[config.mk]
export PLATFORM = sky130hd
export DESIGN_NAME = video_dec
export DESIGN_NICKNAME = d
export VERILOG_FILES = /design/src/rtl/video_dec.sv
export SDC_FILE = /design/constraint.sdc
export NUM_CORES = 1
export LEC_CHECK = 0
export CORE_MARGIN = 2
export CORE_UTILIZATION = 50
export CTS_BUF_LIST = sky130_fd_sc_hd__clkbuf_2
export CTS_CLUSTER_DIAMETER = 60
export CTS_CLUSTER_SIZE = 24
export DETAILED_ROUTE_END_ITERATION = 16
export PLACE_DENSITY = 0.68
export SLEW_MARGIN = 20
export SYNTH_ARGS = -nofsm -noshare
export SYNTH_HDL_FRONTEND = slang
export SYNTH_SLANG_ARGS = --single-unit
[constraint.sdc]
create_clock -name clk_i -period 11.4 [get_ports clk_i]
set_input_delay 2.28 -clock clk_i [delete_from_list [all_inputs] [get_ports clk_i]]
set_output_delay 2.28 -clock clk_i [all_outputs]
set_load 0.01 [all_outputs]
[src/rtl/video_dec.sv]
`default_nettype none
// =============================================================================
// Module   : video_dec
// Purpose  : Re-frames a DE/VSYNC/pixel bus into an AXI4-Stream (tuser = SOF,
//            tlast = EOL) through a FWFT FIFO. Resolution/lock measurement is
//            built only when VIDEO_DEC_MEASURE_EN is defined.
// Revision : 1.0 - initial release
// =============================================================================
module video_dec #(
   parameter int BITS_PER_PIXEL = 24,
   parameter int FIFO_DEPTH     = 16,
   parameter int CNT_W          = 12
) (
   input  logic                      clk_i,
   input  logic                      rst_i,
   input  logic                      de_i,
   input  logic                      vsync_i,
   input  logic [BITS_PER_PIXEL-1:0] pixel_i,
   output logic                      out_axis_tvalid,
   input  logic                      out_axis_tready,
   output logic [BITS_PER_PIXEL-1:0] out_axis_tdata,
   output logic                      out_axis_tuser,
   output logic                      out_axis_tlast,
   output logic                      overflow_o,
   output logic [CNT_W-1:0]          h_active_o,
   output logic [CNT_W-1:0]          v_active_o,
   output logic                      locked_o
);
   localparam int AW = $clog2(FIFO_DEPTH);
   localparam int EW = BITS_PER_PIXEL + 2;

   typedef enum logic [1:0] {
      WAIT_VS = 2'd0,
      ACTIVE  = 2'd1,
      DROP    = 2'd2
   } state_t;

   logic                      de_q, vs_q, vs_prev_q;
   logic [BITS_PER_PIXEL-1:0] pix_q;
   state_t                    state_q, state_d;
   logic                      sof_q, sof_d, ovf_q, ovf_d;
   logic                      pend_v_q, pend_v_d, pend_sof_q, pend_sof_d;
   logic [BITS_PER_PIXEL-1:0] pend_pix_q, pend_pix_d;
   logic [AW-1:0]             wr_ptr_q, wr_ptr_d, rd_ptr_q, rd_ptr_d;
   logic [AW:0]               count_q, count_d;
   logic [EW-1:0]             mem_q [FIFO_DEPTH];
   logic                      vs_edge, pop, full, push_ok, ovf_ev, accept, w_sof, w_last;

   always_comb begin
      vs_edge = vs_q & ~vs_prev_q;
      pop     = (count_q != '0) & out_axis_tready;
      full    = (count_q == (AW+1)'(FIFO_DEPTH));
      // The pending pixel always drains the cycle after it was loaded.
      push_ok = pend_v_q & (~full | pop);
      ovf_ev  = pend_v_q & ~push_ok;
      w_last  = ~de_q | vs_edge;
      accept  = de_q & ~ovf_ev & ((state_q == ACTIVE) | vs_edge);
      w_sof   = vs_edge | sof_q;

      state_d = state_q;
      case (state_q)
         ACTIVE:  if (ovf_ev) state_d = DROP;
         default: if (vs_edge) state_d = ACTIVE;
      endcase

      pend_v_d   = accept;
      pend_pix_d = accept ? pix_q : pend_pix_q;
      pend_sof_d = accept ? w_sof : pend_sof_q;
      sof_d      = accept ? 1'b0 : w_sof;
      ovf_d      = ovf_q | ovf_ev;

      wr_ptr_d = wr_ptr_q + AW'(push_ok);
      rd_ptr_d = rd_ptr_q + AW'(pop);
      count_d  = count_q + (AW+1)'(push_ok) - (AW+1)'(pop);
   end

   always_ff @(posedge clk_i or posedge rst_i) begin
      if (rst_i) begin
         de_q       <= 1'b0;
         vs_q       <= 1'b0;
         vs_prev_q  <= 1'b0;
         pix_q      <= '0;
         state_q    <= WAIT_VS;
         sof_q      <= 1'b0;
         ovf_q      <= 1'b0;
         pend_v_q   <= 1'b0;
         pend_sof_q <= 1'b0;
         pend_pix_q <= '0;
         wr_ptr_q   <= '0;
         rd_ptr_q   <= '0;
         count_q    <= '0;
      end else begin
         de_q       <= de_i;
         vs_q       <= vsync_i;
         vs_prev_q  <= vs_q;
         pix_q      <= pixel_i;
         state_q    <= state_d;
         sof_q      <= sof_d;
         ovf_q      <= ovf_d;
         pend_v_q   <= pend_v_d;
         pend_sof_q <= pend_sof_d;
         pend_pix_q <= pend_pix_d;
         wr_ptr_q   <= wr_ptr_d;
         rd_ptr_q   <= rd_ptr_d;
         count_q    <= count_d;
      end
   end

   always_ff @(posedge clk_i) begin
      if (push_ok) mem_q[wr_ptr_q] <= {pend_sof_q, w_last, pend_pix_q};
   end

   assign out_axis_tvalid = (count_q != '0);
   assign {out_axis_tuser, out_axis_tlast, out_axis_tdata} = mem_q[rd_ptr_q];
   assign overflow_o = ovf_q;

`ifdef VIDEO_DEC_MEASURE_EN
   logic             de_prev_q;
   logic [CNT_W-1:0] h_cnt_q, h_cnt_d, v_cnt_q, v_cnt_d, line_len_q, line_len_d;
   logic [CNT_W-1:0] h_act_q, h_act_d, v_act_q, v_act_d;
   logic             locked_q, locked_d;

   always_comb begin
      h_cnt_d    = h_cnt_q;
      v_cnt_d    = v_cnt_q;
      line_len_d = line_len_q;
      h_act_d    = h_act_q;
      v_act_d    = v_act_q;
      locked_d   = locked_q;
      if (de_q && (h_cnt_q != '1)) h_cnt_d = h_cnt_q + CNT_W'(1);
      if (de_prev_q && !de_q) begin
         line_len_d = h_cnt_q;
         h_cnt_d    = '0;
         if (v_cnt_q != '1) v_cnt_d = v_cnt_q + CNT_W'(1);
      end
      if (vs_edge) begin
         h_act_d  = line_len_q;
         v_act_d  = v_cnt_q;
         locked_d = (line_len_q == h_act_q) && (v_cnt_q == v_act_q) &&
                    (line_len_q != '0) && (v_cnt_q != '0);
         // A pixel coincident with the VS edge belongs to the new frame.
         h_cnt_d  = CNT_W'(de_q);
         v_cnt_d  = '0;
      end
   end

   always_ff @(posedge clk_i or posedge rst_i) begin
      if (rst_i) begin
         de_prev_q  <= 1'b0;
         h_cnt_q    <= '0;
         v_cnt_q    <= '0;
         line_len_q <= '0;
         h_act_q    <= '0;
         v_act_q    <= '0;
         locked_q   <= 1'b0;
      end else begin
         de_prev_q  <= de_q;
         h_cnt_q    <= h_cnt_d;
         v_cnt_q    <= v_cnt_d;
         line_len_q <= line_len_d;
         h_act_q    <= h_act_d;
         v_act_q    <= v_act_d;
         locked_q   <= locked_d;
      end
   end

   assign h_active_o = h_act_q;
   assign v_active_o = v_act_q;
   assign locked_o   = locked_q;
`else
   assign h_active_o = '0;
   assign v_active_o = '0;
   assign locked_o   = 1'b0;
`endif

endmodule
`default_nettype wire

* Yosys cells after proc, flatten, opt, wreduce, memory -nomap -nowiden
Memory sizes are Yosys's and may differ from the RTL's.
Index checks and enable logic that the tools add are counted.
** Storage, ports and cells
- Register bits :: 70
- RAM bits :: 416
- Bits of input ports :: 29
- Word-level logic and storage cells :: 46
- Memories kept :: 1
** Memory list
- mem_q :: words 16, width 26, rd ports 1, clocked after Yosys merged registers in 0, wr ports 1, line 46 : logic [EW-1:0] mem_q [FIFO_DEPTH];
** Operators by class
- Add/subtract/negate cells :: 4
- Equality and inequality tests :: 3
- Mux-type cells :: 6
- Bitwise operators :: 16
- Reduce and logical (&&, ||, !) cells :: 3
** Operator list (number)
- $add A4 B1 Y4 :: 2
- $and A1 B1 Y1 :: 6
- $mux W2 :: 3
- $add A5 B1 Y5 :: 1
- $eq A5 B5 Y1 const B :: 1
- $not A1 Y1 :: 5
- $or A1 B1 Y1 :: 5
- $reduce_bool A5 Y1 :: 1
- $sub A5 B1 Y5 :: 1
- $mux W1 :: 3
- $eq A2 B1 Y1 const B :: 1
- $ne A2 B2 Y1 const B :: 1
- $reduce_and A2 Y1 :: 1
- $reduce_bool A2 Y1 :: 1

* Depth between registers and ports, before layout
Gate-level depths: netlist of the first run.
- Depth in word-level cells :: 10
- Mapped depth :: 13

* Worst setup path after synthesis of the first run
Ideal clock, no wire load.
- Path type :: input port to flip-flop
- From :: input out_axis_tready
- To :: memory mem_q[1][0] (netlist bit) (enable)
- Library setup time :: 0.475 ns
- Arrival :: 4.979 ns
- Setup slack :: 5.946 ns
- Cell stages on the path :: 2
- Buffers on the path :: 0
- Cell sequence :: o31ai_1 > nor4_1
** Between the ends
- Longest elaborated chain between the ends :: 5
** RTL lines
- start, declared :: line 20 : input logic out_axis_tready,
- $and A1 B1 Y1 :: line 51 : pop = (count_q != '0) & out_axis_tready;
- $or A1 B1 Y1 :: line 54 : push_ok = pend_v_q & (~full | pop);
- $and A1 B1 Y1 :: line 54
- $mux W1 :: line 110 : if (push_ok) mem_q[wr_ptr_q] <= {pend_sof_q, w_last, pend_pix_q};
- $mux W1 (not written as such) :: line 110
- end, declared :: line 46
No other way between the ends.

* Worst setup path after layout of the first run
- From :: register rd_ptr_q[1]
- To :: output out_axis_tdata[4]
** Between the ends
- Longest elaborated chain between the ends :: 1
** RTL lines
- start, declared :: line 44 : logic [AW-1:0] wr_ptr_q, wr_ptr_d, rd_ptr_q, rd_ptr_d;
- start signal, assigned :: line 104 : rd_ptr_q <= rd_ptr_d;
- $mem_v2 Z16 W26
- end, declared :: line 21 : output logic [BITS_PER_PIXEL-1:0] out_axis_tdata,
No other way between the ends.

==> flow_summary.yaml, run 1 <==
status:
  status: "finished clean"
clocking:
  cts_root_buf: "clkbuf_2"
  path_clk_slew_ns: 0.32
  cts_tree: "built"
  cts_buffers: 31
  clk_latency_ns: 1.00
  clk_path_buf_depth: 3
  h-tree-depth: 1
  cts_resized: 0
  cts_hold_buf: 0
  cts_setup_buffers: 0
  clock-sinks: 486
power:
  ir_drop_uv: 126.2
  leakagePower_nw: 6.642
  powerDensity_nw_per_um2: 231.3
  total_power_mw: 4.639
placed_design:
  routabilityCongestion: 0.7474
  place_hpwl_um: 20330
  io_buffers: 56
global_route:
  grt_remaining_overflow: 0
  grt_pass1_vias: 8501
  grt_start_max_net_pins: 58
  antenna_found_initial: 1
  track_usage: 0.1958
  grt_pass1_wl_um: 54630
critical_path:
  reg2reg_depth: 8
  cp.required_ns: 9.12
  crit_arrival_ns: 4.11
  critPathKind: "reg -> out"
  critPathCaptureType: "primary output"
  worstPathMaxFanout: 57
  cp-start-kind: "flip-flop"
route:
  route.final.wire_length_um: 36440
  vias: 8243
  drc: 0
  drtIter0Drc: 731
  postRouteAntennaNets: 0
  wl_per_cell_um: 25.77
  detail_route.vias_per_cell: 5.830
  first_pass_iters: 5
finish:
  utilization: 0.5518
  drive_gt1_frac: 0.2593
  finalNetCount: 961
  area_growth_pct: 9.346
synthesis:
  syn_inst: 839
  synth_edf_count: 416
  synth_area_leaders: "edfxtp_1 68%, mux4_2 13%, dfrtp_1 9.6%, a22oi_1 2.1%, mux2_4 1.5%"
  synth_area_leader_cell: "edfxtp_1"
  synth.avg_cell_area_um2: 21.86
  yosysWarnings: 0
  synthFlopType: "edfxtp_1"
  async_flop_share: 0.1440
  synth.yosys.seq_area_share: 0.7766
  synth_top_area_frac: 0.6811
  synthDistinctLibCells: 35
  synthesis.area_um2: 18340
  synth_seq_cells: 486
sta:
  finalSetupViolCount: 0
  clock_skew_ns: 0.07043
  rsz0062_at_grt: "no"
  tightest_slew_ns: 1.134
  slew_violations: 0
  setup-tns-final_ns: 0
  fmax_ghz: 0.1565
  slew-limit-headroom: 0.2397
  hold_viol_final: 0
  min_period_ns: 6.388
  min_period_over_period: 0.5604
floorplanning:
  core_um2: 36350
  die-area_um2: 38230
  io_pins: 82
  fp.dieW_um: 195.5
  initial_core_util: 0.5046
  rows: 70
  fp.dieH_um: 195.5
job:
  max-cap-violations: 0
min_path:
  hold_depth: 0
  min_path_type: "reg -> reg"
layout by cell type, fill, tap and decap left out, types with 3 or more instances in the layout:
| cell type | Yosys | layout |
|---|---|---|
| edfxtp_1 | 416 | 416 |
| mux2_2 | 6 | 6 |
| nor2_4 | 0 | 4 |
| inv_1 | 9 | 8 |
| inv_8 | 0 | 6 |
| a21oi_1 | 3 | 3 |
| conb_1 | 1 | 25 |
| a22oi_1 | 52 | 52 |
| mux2_4 | 18 | 18 |
| nor4_2 | 0 | 3 |
| clkdlybuf4s50_1 | 0 | 56 |
| ha_1 | 10 | 10 |
| nor3_2 | 0 | 6 |
| clkbuf_2 | 0 | 34 |
| mux4_2 | 104 | 104 |
| xnor2_1 | 4 | 4 |
| xor2_1 | 4 | 4 |
| nand2_1 | 29 | 29 |
| nor2_1 | 9 | 5 |
| buf_4 | 25 | 32 |
| dfrtp_1 | 70 | 68 |
| clkinv_2 | 0 | 6 |
| inv_6 | 0 | 4 |
| nor3_4 | 0 | 4 |
| nand2b_1 | 6 | 6 |
final cells by class:
cell class | instances | area (um2)
Antenna cell | 1 | 2.502
Clock buffer | 34 | 170.2
Clock inverter | 23 | 245.2
Fill cell | 2675 | 16290
Inverter | 9 | 35.03
Multi-Input combinational cell | 303 | 3918
Sequential cell | 486 | 14250
Tap cell | 468 | 585.6
Timing Repair Buffer | 90 | 848.3
routing by layer:
| metal | vias to the layer above | global-route usage | share of wire |
|---|---|---|---|
| met5 | - | 0 | 0 |
| met4 | 0 | 0.03873 | 0.014 |
| met3 | 35 | 0.02781 | 0.058 |
| met2 | 272 | 0.3361 | 0.51 |
| met1 | 4396 | 0.2726 | 0.41 |
| li1 | 3540 | - | - |
power breakdown:
part           total, mW  switching (mW)  leakage [nW]  internal (mW)
sequential          2.46           0.219          4.57           2.24
combinational       1.46           0.738          1.80          0.725
clock              0.717           0.550         0.272          0.167
worst paths after layout:
path | slack (ns) | endpoint | startpoint
setup / recovery | 5.01 | out_axis_tdata[4] | rd_ptr_q[1]
hold / removal | 0.45 | vs_prev_q | vs_q
setup reg to reg | 8.10 | mem_q[0][13] | count_q[2]
hold reg to reg | 0.45 | vs_prev_q | vs_q
max in group asynchronous | 8.75 | rd_ptr_q[1] | rst_i
min in group asynchronous | 1.56 | pend_pix_q[5] | rst_i
worst max-delay path, cell delays in order, from the launching register on:
cell and delay [ns]:
dfrtp_4 1.00, buf_4 0.79, mux4_2 0.43, a22oi_1 0.23
nand2_1 0.14, clkdlybuf4s50_1 0.50
cells in the mapped netlist, drive strengths merged, types with 2 or more instances:
cell type,number
xor2,4
nor4,4
nor2b,4
nand3,2
nor2,10
o31ai,2
a21oi,3
dfrtp,70
clkbuf,20
ha,10
xnor2,4
edfxtp,416
nand2,29
o21ai,2
and2,2
nand2b,6
buf,45
mux2,24
a22oi,52
mux4,104
nor3,10
inv,9
stage by stage:
| step | hold WS [ns] | cell area, um2 | setup slack (ns) | std cells |
|---|---|---|---|---|
| floorplan | 0.3677 | 18430 | 5.946 | 863 |
| global placement | 0.3751 | 19590 | 6.090 | 1354 |
| detailed placement | 0.3847 | 19610 | 6.059 | 1355 |
| CTS | 0.4462 | 20030 | 4.925 | 1412 |
| global route | 0.4619 | 20060 | 4.686 | 1414 |
| finish | 0.4464 | 20060 | 5.012 | 1414 |
logic make-up (layout without fill, tap and decap cells):
group / count (synthesis) / in the layout / share of synthesized area
other: 1 / 26 / 0.0002045
buffers and inverters: 74 / 156 / 0.02203
and+or+nand+nor: 70 / 70 / 0.01896
AOI/OAI and AO/OA: 61 / 61 / 0.02435
muxes: 128 / 128 / 0.1461
DFF: 486 / 486 / 0.7766
xor gates and xnor gates: 8 / 8 / 0.003820
adders and majority gates: 11 / 11 / 0.007913
sequential cells by signal, summed over array words and instances (netlist names), 2 cells and up:
signal      flops
count_q         5
rd_ptr_q        4
mem_q         416
pix_q          24
pend_pix_q     24
wr_ptr_q        4
state_q         2
Note: power is estimated with default switching activity, not from simulation.
==> inputs of run 2 (changes only) <==
- PLACE_DENSITY: 0.68 -> 0.71
- clock period: 11.4 -> 5.4 ns (I/O delays scaled with it)
==> flow_summary.yaml, run 2 (same netlist as run 1, synthesis figures left out) <==
status:
  status: "finished clean"
route:
  drtIter0Drc: 672
  detail_route.vias_per_cell: 5.829
  postRouteAntennaNets: 0
  vias: 8178
  route.final.wire_length_um: 35160
  drc: 0
  first_pass_iters: 5
  wl_per_cell_um: 25.06
clocking:
  cts_hold_buf: 0
  path_clk_slew_ns: 0.39
  cts_tree: "built"
  cts_resized: 0
  clock-sinks: 486
  cts_buffers: 29
  clk_latency_ns: 1.02
  cts_setup_buffers: 0
  h-tree-depth: 1
  clk_path_buf_depth: 3
  cts_root_buf: "clkbuf_2"
finish:
  largest_reg_flops: 416
  top_register: "mem_q"
  area_growth_pct: 8.800
  layout_commonest_cell: "edfxtp_1"
  stdcell_count: 1403
  fillerInstances: 2704
  largestRegisters: "mem_q (416), pend_pix_q (24), pix_q (24)"
  layout_common_cells: "416 x edfxtp_1, 104 x mux4_2, 68 x dfrtp_1, 56 x clkdlybuf4s50_1, 52 x a22oi_1"
  drive_gt1_frac: 0.2516
  finalNetCount: 951
floorplanning:
  fp.dieH_um: 195.5
  initial_core_util: 0.5046
  io_pins: 82
  rows: 70
  fp.dieW_um: 195.5
  die-area_um2: 38230
  core_um2: 36350
sta:
  min_period_ns: 4.791
  clock_skew_ns: 0.06620
  tightest_slew_ns: 1.066
  hold_viol_final: 0
  setup-tns-final_ns: 0
  min_period_over_period: 0.8872
  slew_violations: 0
  rsz0062_at_grt: "no"
  slew-limit-headroom: 0.2873
  fmax_ghz: 0.2087
  finalSetupViolCount: 0
placed_design:
  routabilityCongestion: 0.7203
  place_hpwl_um: 18420
  placedCellCount: 1347
  io_buffers: 56
critical_path:
  critPathKind: "reg -> out"
  critical-path-max-stage-delay_ns: 1.02
  cp.required_ns: 4.32
  worstPathMaxFanout: 56
  crit_path_top_delay_cell: "dfrtp_4"
  crit_chain: "buf_12, mux4_2, a22oi_1, nand2_1, clkdlybuf4s50_1"
  critPathCaptureType: "primary output"
  cp-start-kind: "flip-flop"
  crit_arrival_ns: 3.71
job:
  max-cap-violations: 0
power:
  powerDensity_nw_per_um2: 485.5
  leakagePower_nw: 6.561
  total_power_mw: 9.688
  ir_drop_uv: 239.5
min_path:
  min_path_type: "in -> async"
global_route:
  antenna_found_initial: 1
  track_usage: 0.1891
  grt_start_max_net_pins: 57
  grt_remaining_overflow: 0
  grt_pass1_wl_um: 52810
  grt_pass1_vias: 8450
run 2: final cells by class:
| cell class | count | area, um2 | share of cell area |
|---|---|---|---|
| sequential | 486 | 14250 | 0.7142 |
| multi-input combinational | 303 | 3892 | 0.1951 |
| timing repair buffer | 82 | 805.8 | 0.04038 |
| tap | 468 | 585.6 | 0.02934 |
| clock inverter | 19 | 207.7 | 0.01041 |
| clock buffer | 35 | 175.2 | 0.008778 |
| inverter | 9 | 35.03 | 0.001756 |
| antenna | 1 | 2.502 | 0.0001254 |
run 2: final timing paths:
kind / cells after the start / endpoint / startpoint / slack (ns)
max: 5 / out_axis_tlast / rd_ptr_q[1] / 0.61
min: 2 / pend_pix_q[18] / rst_i / 0.44
max reg2reg: 13 / count_q[4] / count_q[2] / 2.52
min reg2reg: 0 / vs_prev_q / vs_q / 0.48
max in group asynchronous: 3 / count_q[3] / rst_i / 3.97
min in group clk_i: 1 / pix_q[18] / pixel_i[18] / 0.44
run 2: worst max-delay path, delay by kind of cell (launching register included):
family          cells  cell delay [ns]
compound gates      1             0.22
mux                 1             0.36
simple gates        1             0.17
flops               1             1.02
buf+inv             2             0.93
run 2: per-layer routing:
metal / GRT usage / part of all wire
met5: 0 / 0
met4: 0.04693 / 0.019
met3: 0.02297 / 0.062
met2: 0.3324 / 0.52
met1: 0.2548 / 0.40
run 2: through the flow:
| stage | cell area (um2) | utilization | setup slack [ns] | hold WS [ns] |
|---|---|---|---|---|
| finish | 19960 | 0.5490 | 0.6089 | 0.4373 |
| global placement | 19550 | 0.5379 | 1.661 | 0.3984 |
| detailed placement | 19550 | 0.5379 | 1.594 | 0.4025 |
| floorplan | 18430 | - | 1.146 | 0.3677 |
| global route | 19960 | 0.5490 | 0.3475 | 0.3124 |
| CTS | 19930 | 0.5484 | 0.4914 | 0.3006 |
run 2: power breakdown:
group / leakage, nW / total [mW] / switching [mW] / internal, mW
Sequential: 4.57 / 5.20 / 0.472 / 4.73
Clock: 0.245 / 1.43 / 1.14 / 0.295
Combinational: 1.74 / 3.05 / 1.51 / 1.55
Total: 6.56 / 9.69 / 3.12 / 6.57
==> inputs of run 3 (changes only) <==
- CORE_ASPECT_RATIO: not set -> 0.6
==> flow_summary.yaml, run 3 (same netlist as run 1, synthesis figures left out) <==
status:
  status: "finished clean"
finish:
  final_area_um2: 19930
  top_register: "mem_q"
  fillerInstances: 2697
  layout_common_cells: "416 x edfxtp_1, 104 x mux4_2, 68 x dfrtp_1, 56 x clkdlybuf4s50_1, 52 x a22oi_1"
  largestRegisters: "mem_q (416), pend_pix_q (24), pix_q (24)"
  drive_gt1_frac: 0.2451
  multi_input_area_um2: 3897
  area_growth_pct: 8.664
  seq_area_um2: 14250
  finalNetCount: 948
  layout_commonest_cell: "edfxtp_1"
  largest_reg_flops: 416
global_route:
  met1_usage: 0.3008
  busiest_layer: "met2"
  grt_pass1_vias: 8313
  grt_start_max_net_pins: 56
  grt_pass1_wl_um: 54700
  grt_use_met2: 0.3009
  grt_remaining_overflow: 0
  track_usage: 0.1946
  antenna_found_initial: 1
  grt_util_met3: 0.03570
route:
  vias: 8194
  first_pass_iters: 5
  drc: 0
  detail_route.vias_per_cell: 5.840
  route.final.wire_length_um: 36490
  postRouteAntennaNets: 0
  drtIter0Drc: 1114
  wl_per_cell_um: 26.01
placed_design:
  dpl_worst_slack_ns: 1.542
  routabilityCongestion: 0.7336
  io_buffers: 56
  place_hpwl_um: 19420
  post_dp_cell_area_um2: 19650
min_path:
  min_path_type: "in -> reg"
  hold_depth: 1
  hold_path_end: "pix_q[21]"
  hp-start: "pixel_i[21]"
floorplanning:
  fp.dieH_um: 152.4
  fp.dieW_um: 251.3
  initial_core_util: 0.5065
  die-area_um2: 38280
  rows: 54
  io_pins: 82
  core_um2: 36210
power:
  leakagePower_nw: 6.536
  powerDensity_nw_per_um2: 480.0
  ir_drop_uv: 242.4
  total_power_mw: 9.567
clocking:
  clock-sinks: 486
  clk_latency_ns: 1.05
  cts_resized: 0
  cts_hold_buf: 0
  cts_root_buf: "clkbuf_2"
  clk_path_buf_depth: 3
  cts_tree: "built"
  h-tree-depth: 1
  path_clk_slew_ns: 0.42
  cts_buffers: 25
  cts_setup_buffers: 0
critical_path:
  cp-start-kind: "flip-flop"
  reg2reg_depth: 13
  r2r_slack_ns: 2.51
  r2r-end: "count_q[4]"
  critPathKind: "reg -> out"
  r2r_start: "count_q[3]"
  critPathCaptureType: "primary output"
  worstSetupStartpoint: "rd_ptr_q[0]"
  crit_arrival_ns: 3.91
  worstPathMaxFanout: 41
  cp.required_ns: 4.32
sta:
  rsz0062_at_grt: "no"
  hold_viol_final: 0
  clock_skew_ns: 0.07042
  slew_violations: 0
  slew-limit-headroom: 0.3071
  min_period_ns: 4.994
  setup-tns-final_ns: 0
  hold_slack_ns: 0.3853
  final_critical_path_setup_slack_ns: 0.4057
  tightest_slew_ns: 1.037
  fmax_ghz: 0.2002
  finalSetupViolCount: 0
  min_period_over_period: 0.9249
job:
  max-cap-violations: 0
## run 3: final cells by class
type                    count  share of cell area
clock buffers              41             0.01030
repair buffers             83             0.04495
inverters                   9            0.001758
clock inverters             4            0.002386
multi-input cells         303              0.1956
flip-flops and latches    486              0.7150
diodes                      1           0.0001256
well taps                 476             0.02988
## run 3: per-stage QoR
step	util	cells
floorplan	-	863
global placement	0.5424	1356
detailed placement	0.5425	1356
CTS	0.5495	1401
global route	0.5503	1403
finish	0.5503	1403
## run 3: per-layer routing
| layer | vias to the layer above | share of wire |
|---|---|---|
| li1 | 3500 | - |
| met1 | 4365 | 0.45 |
| met2 | 292 | 0.46 |
| met3 | 37 | 0.073 |
| met4 | 0 | 0.013 |
| met5 | - | 0 |
## run 3: worst max path at each step
stage	endpoint	slack, ns	cells after the start
after detailed placement	out_axis_tdata[12]	1.54	5
after floorplan	mem_q[1][0]	1.15	2
final	out_axis_tdata[16]	0.41	5
after CTS	out_axis_tdata[12]	0.26	5
after global routing	out_axis_tdata[16]	0.004	5
after global placement	out_axis_tdata[16]	1.54	5
## run 3: worst max-delay path: stages (launching register included)
cell and delay, ns:
dfrtp_4 1.09, buf_12 0.34, mux4_2 0.56, a22oi_1 0.20, nand2_1 0.15, clkdlybuf4s50_1 0.51
## run 3: power by group
group	switching (mW)	total (mW)	internal [mW]
logic	1.49	3.05	1.57
clock network	1.05	1.26	0.214
registers	0.521	5.25	4.73
total	3.06	9.57	6.51
